### src/rtl/debounce_scheduler.sv
// Debounces N_IN raw inputs against one shared sample tick and queues accepted edges,
// chosen round-robin, into a first-word-fall-through event FIFO drained over valid/ready.
module debounce_scheduler #(
  parameter int unsigned N_IN         = 5,
  parameter int unsigned TICK_CYCLES  = 100_000,
  parameter int unsigned STABLE_TICKS = 20,
  parameter int unsigned FIFO_DEPTH   = 4
) (
  input  logic                    clk,
  input  logic                    rst,
  input  logic [N_IN-1:0]         raw_in,
  output logic [N_IN-1:0]         level_out,
  output logic                    evt_valid,
  input  logic                    evt_ready,
  output logic [$clog2(N_IN)-1:0] evt_idx,
  output logic                    evt_rise,
  output logic                    evt_overflow,
  input  logic                    clr_overflow
);
  localparam int unsigned IdxW  = $clog2(N_IN);
  localparam int unsigned TickW = (TICK_CYCLES > 1) ? $clog2(TICK_CYCLES) : 1;
  localparam int unsigned StabW = (STABLE_TICKS > 1) ? $clog2(STABLE_TICKS) : 1;
  localparam int unsigned PtrW  = $clog2(FIFO_DEPTH);
  localparam int unsigned CntW  = PtrW + 1;

  logic [N_IN-1:0]  sync1_q, sync2_q;
  logic [TickW-1:0] tcnt_q;
  logic             tick;
  logic [StabW-1:0] scnt_q [N_IN];
  logic [StabW-1:0] scnt_d [N_IN];
  logic [N_IN-1:0]  level_q, level_d, pend_q, pend_d, pedge_q, pedge_d;
  logic [IdxW-1:0]  rr_q, rr_d;
  logic             ovf_q, ovf_d;

  logic [IdxW:0]    mem_q [FIFO_DEPTH];
  logic [PtrW-1:0]  wptr_q, rptr_q;
  logic [CntW-1:0]  count_q;
  logic             pop, push_ok;
  logic             grant, grant_edge;
  logic [IdxW-1:0]  grant_idx;

  assign tick = (tcnt_q == TickW'(TICK_CYCLES - 1));

  assign evt_valid    = (count_q != '0);
  assign evt_idx      = evt_valid ? mem_q[rptr_q][IdxW:1] : '0;
  assign evt_rise     = evt_valid ? mem_q[rptr_q][0] : 1'b0;
  assign level_out    = level_q;
  assign evt_overflow = ovf_q;

  assign pop     = evt_valid & evt_ready;
  assign push_ok = (count_q < CntW'(FIFO_DEPTH)) | pop;

  // Round-robin: first pending input at or after rr, wrapping.
  always_comb begin
    int j;
    logic [IdxW-1:0] cand;
    grant      = 1'b0;
    grant_idx  = '0;
    grant_edge = 1'b0;
    j          = 0;
    cand       = '0;
    for (int k = 0; k < int'(N_IN); k++) begin
      j = int'(rr_q) + k;
      if (j >= int'(N_IN)) j = j - int'(N_IN);
      cand = IdxW'(j);
      if (push_ok && !grant && pend_q[cand]) begin
        grant      = 1'b1;
        grant_idx  = cand;
        grant_edge = pedge_q[cand];
      end
    end
    rr_d = rr_q;
    if (grant) rr_d = (grant_idx == IdxW'(N_IN - 1)) ? '0 : grant_idx + IdxW'(1);
  end

  always_comb begin
    level_d = level_q;
    pend_d  = pend_q;
    pedge_d = pedge_q;
    scnt_d  = scnt_q;
    ovf_d   = ovf_q;
    if (clr_overflow) ovf_d = 1'b0;
    for (int i = 0; i < int'(N_IN); i++) begin
      if (grant && grant_idx == IdxW'(i)) pend_d[i] = 1'b0;
      if (tick) begin
        if (sync2_q[i] == level_q[i]) begin
          scnt_d[i] = '0;
        end else if (scnt_q[i] == StabW'(STABLE_TICKS - 1)) begin
          level_d[i] = sync2_q[i];
          scnt_d[i]  = '0;
          pend_d[i]  = 1'b1;
          pedge_d[i] = sync2_q[i];
          // A grant this cycle carries the old edge out, so nothing is lost.
          if (pend_q[i] && !(grant && grant_idx == IdxW'(i))) ovf_d = 1'b1;
        end else begin
          scnt_d[i] = scnt_q[i] + StabW'(1);
        end
      end
    end
  end

  always_ff @(posedge clk) begin
    if (rst) begin
      sync1_q <= '0;
      sync2_q <= '0;
      tcnt_q  <= '0;
      level_q <= '0;
      pend_q  <= '0;
      pedge_q <= '0;
      rr_q    <= '0;
      ovf_q   <= 1'b0;
      wptr_q  <= '0;
      rptr_q  <= '0;
      count_q <= '0;
      for (int i = 0; i < int'(N_IN); i++) scnt_q[i] <= '0;
      for (int i = 0; i < int'(FIFO_DEPTH); i++) mem_q[i] <= '0;
    end else begin
      sync1_q <= raw_in;
      sync2_q <= sync1_q;
      tcnt_q  <= tick ? '0 : tcnt_q + TickW'(1);
      level_q <= level_d;
      pend_q  <= pend_d;
      pedge_q <= pedge_d;
      scnt_q  <= scnt_d;
      rr_q    <= rr_d;
      ovf_q   <= ovf_d;
      if (grant) begin
        mem_q[wptr_q] <= {grant_idx, grant_edge};
        wptr_q        <= wptr_q + PtrW'(1);
      end
      if (pop) rptr_q <= rptr_q + PtrW'(1);
      case ({grant, pop})
        2'b10:   count_q <= count_q + CntW'(1);
        2'b01:   count_q <= count_q - CntW'(1);
        default: count_q <= count_q;
      endcase
    end
  end

endmodule
### config.mk
export PLATFORM = sky130hd
export DESIGN_NAME = debounce_scheduler
export DESIGN_NICKNAME = d
export VERILOG_FILES = /design/src/rtl/debounce_scheduler.sv
export SDC_FILE = /design/constraint.sdc
export NUM_CORES = 1
export LEC_CHECK = 0
export CORE_ASPECT_RATIO = 0.7
export CORE_MARGIN = 2
export CORE_UTILIZATION = 60
export CTS_BUF_LIST = sky130_fd_sc_hd__clkbuf_8 sky130_fd_sc_hd__clkbuf_16
export CTS_CLUSTER_DIAMETER = 30
export DETAILED_ROUTE_END_ITERATION = 10
export HOLD_SLACK_MARGIN = 0.08
export PLACE_DENSITY = 0.79
export REMOVE_ABC_BUFFERS = 1
export SETUP_SLACK_MARGIN = 0.1
export SLEW_MARGIN = 20
export SYNTH_ARGS = -nofsm -noshare
export SYNTH_HDL_FRONTEND = slang
export SYNTH_SLANG_ARGS = --single-unit
### constraint.sdc
create_clock -name clk -period 6.97 [get_ports clk]
set_input_delay 1.394 -clock clk [delete_from_list [all_inputs] [get_ports clk]]
set_output_delay 1.394 -clock clk [all_outputs]
set_load 0.05 [all_outputs]
==> reports/metrics.csv <==
stage,metric,value,unit
routing,via count,4548,
flow_run,Max Cap Viol,0,
pwr,total chip power,1.90,mW
synth,sequential element share of the synthesized area,0.366,
sta,RSZ-0062 raised after global routing,false,
worst_hold_path,Min-Delay Path Class,reg -> reg,
placement,Post-DP Area,5670,um^2
setup_path,critical path endpoint category,flip-flop,
routing,via/cell ratio,6.15,
sta,worst clock skew,0.00761,ns
setup_path,Worst Path Required,7.24,ns
setup_path,Critical Path AT,5.41,ns
cts,Worst-Skew Late Latency,0.34,ns
finish,layout cell share with drive strength beyond 1,0.0872,
pwr,Leakage,2.18,nW
routing,1st-iter DRT viols,402,
placement,port bufs,19,
finish,post-route insts no fill,739,
routing,DR DRC count,0,
setup_path,slowest cell on the critical path,ha_1,
setup_path,reg2reg start,rr_q[1],
synth,yosys warns,0,
placement,setup slack at placement,1.90,ns
cts,TritonCTS Buffers,9,
floorplanning,Die X,118,um
sta,Final Hold Fails,0,
sta,post-route setup slack,1.83,ns
cts,clk slew on worst S/H paths,0.07,ns
sta,Final period util,0.737,
grt,gr usage total,0.264,
setup_path,Startpoint Class,flip-flop,
synth,Syn Area/Cell,8.93,um^2
worst_hold_path,hold depth,1,
grt,antenna violations before repair,0,
placement,detailed placement HPWL,9170,um
synth,number of synthesized flops with an enable pin,16,
setup_path,WS Path Type,reg -> reg,
sta,Relative slew margins,0.470,
routing,Post-DRT Antenna Nets,0,
setup_path,r2r endpoint,rr_q[2],
floorplanning,Die Area,9810,um^2
finish,design area,6000,um^2
setup_path,internal reg-to-reg setup slack,1.83,ns
grt,largest net degree at the start of global routing,44,
synth,Most used DFF post-synth,dfxtp_1,
finish,"most common cell after layout, fill and taps aside",dfxtp_1,
sta,Max Fclk,0.195,GHz
setup_path,CP max FO,16,
floorplanning,num rows,28,
synth,synthesized flop and latch total,91,
cts,CTS root buf,clkbuf_16,
sta,final setup vio count,0,
grt,gr ovfl total,0,
routing,TritonRoute pass-1 iters,7,
cts,CTS H-Tree Depth,3,
cts,postcts setup bufs,0,
pwr,VDD IR-drop max,0.259,mV
setup_path,Worst R2R Path Depth,15,
synth,post-synth cell types,70,
setup_path,CP bufs+invs,3,
sta,Slew Limit Fails,0,
floorplanning,total core area,8620,um^2
floorplanning,die height,83.5,um
synth,Syn Std Cell Area,5410,um^2
cts,TritonCTS clock tree,yes,
placement,RePlAce Congestion,1.03,
sta,clock period minus worst slack,5.14,ns
finish,Area Overhead vs Synth,10.8,%
finish,Nets,645,
finish,number of diodes,0,
routing,DR WL/cell,17.4,um
finish,"commonest non-fill, non-tap cells in the layout","dfxtp_1, nor2_1, o21ai_0, nand2_1, inv_1",
sta,TNS Setup,0,ns
grt,first-pass GRT wire length,20900,um
run_status,outcome,completed,
cts,CTS max path bufs,2,
sta,Worst-Margin Slew,0.795,ns
synth,asr flop ratio synth,0,
sta,Fin Hold WS,0.442,ns
setup_path,critical path cell sequence,inv_1 > ha_1 > inv_1 > o311ai_4 > a211oi_1 > or4_4 > or3_1 > mux2i_1 > o41ai_4 > inv_1 > ha_1 > ha_1 > a21oi_1 > o21ai_0 > a21oi_1,
setup_path,CP peak stage delay,0.77,ns
cts,hold buffer count at cts,0,
synth,Mapped Cells,606,
cts,CTS Sinks,91,
finish,fin util,0.696,
setup_path,critical path's top delay family,adder cells,
pwr,PwrDens,317,nW/um^2
floorplanning,Initial Util,0.628,
routing,WL final,12900,um
worst_hold_path,worst hold start,sync1_q[4],
worst_hold_path,"Endpoint, Worst Hold",sync2_q[4],
grt,vias in the first global route,4081,
cts,post-CTS resize count,0,
placement,DP Cell Count,723,
floorplanning,# IOs,20,
-- Yosys cell counts, types with 3 or more instances --
cell | n | area [um^2]
a211oi_1 | 4 | 30.0
a21o_1 | 9 | 67.6
a21oi_1 | 23 | 115
a22oi_1 | 4 | 30.0
a31oi_1 | 4 | 25.0
and2_1 | 8 | 50.1
and3_1 | 7 | 43.8
buf_2 | 5 | 25.0
clkbuf_1 | 18 | 67.6
dfxtp_1 | 75 | 1500
edfxtp_1 | 16 | 480
ha_1 | 20 | 250
inv_1 | 33 | 124
inv_2 | 3 | 11.3
mux2i_1 | 25 | 250
mux4_2 | 10 | 225
nand2_1 | 38 | 143
nand2b_1 | 10 | 62.6
nand3_1 | 28 | 140
nand4_1 | 5 | 31.3
nor2_1 | 59 | 221
nor2b_1 | 24 | 150
nor3_1 | 11 | 55.1
nor3b_1 | 9 | 67.6
o2111ai_1 | 3 | 26.3
o211ai_1 | 5 | 37.5
o21a_1 | 3 | 22.5
o21ai_0 | 43 | 215
o21bai_1 | 3 | 22.5
o31ai_1 | 11 | 82.6
or2_2 | 3 | 18.8
or3_1 | 7 | 43.8
or4b_2 | 5 | 50.1
xnor2_1 | 8 | 70.1
xor2_1 | 20 | 175
-- cell families after synthesis --
logic type,synth area share
compound gates,0.177
xor+xnor,0.0453
fa+ha+maj,0.0536
buf+inv,0.0434
flops,0.366
mux,0.0920
simple gates,0.222
-- state kept, by name, indices dropped and copies added, names as in the netlist, named ones only --
signal        flops
count_q           3
evt_overflow      1
level_out         4
mem_q            16
pedge_q           1
pend_q            5
rptr_q            2
rr_q              3
scnt_q           25
sync1_q           5
sync2_q           5
tcnt_q           17
wptr_q            2
-- area by class of cell --
type                       instances  area [um^2]
clock buffer                      10          239
timing repair buffer              21          205
multi-input combinational        455         3200
inverter                          36          135
sequential                        91         1980
tap                              120          150
clock inverter                     6         86.3
fill                             691         2620
-- worst max path at each step --
stage | from | endpoint | slack [ns] | cells past startpoint
floorplan | rr_q[0] | count_q[2] | 2.41 | 15
global placement | rr_q[1] | rr_q[2] | 2.10 | 15
detailed placement | rr_q[1] | rr_q[2] | 1.90 | 15
CTS | rr_q[1] | rr_q[2] | 1.87 | 15
global route | rr_q[1] | count_q[2] | 1.35 | 15
finish | rr_q[1] | rr_q[2] | 1.83 | 15
-- per-layer routing --
layer | global-route usage | routed length [um]
met1 | 0.376 | 5920
met2 | 0.405 | 5640
met3 | 0.0560 | 1060
met4 | 0.0778 | 237
met5 | 0 | 0
-- where the power goes --
part	switching, mW	internal [mW]	total (mW)
registers	0.0389	0.581	0.619
clock network	0.204	0.324	0.528
logic	0.474	0.277	0.752
Power figures use the tool's default switching activity.
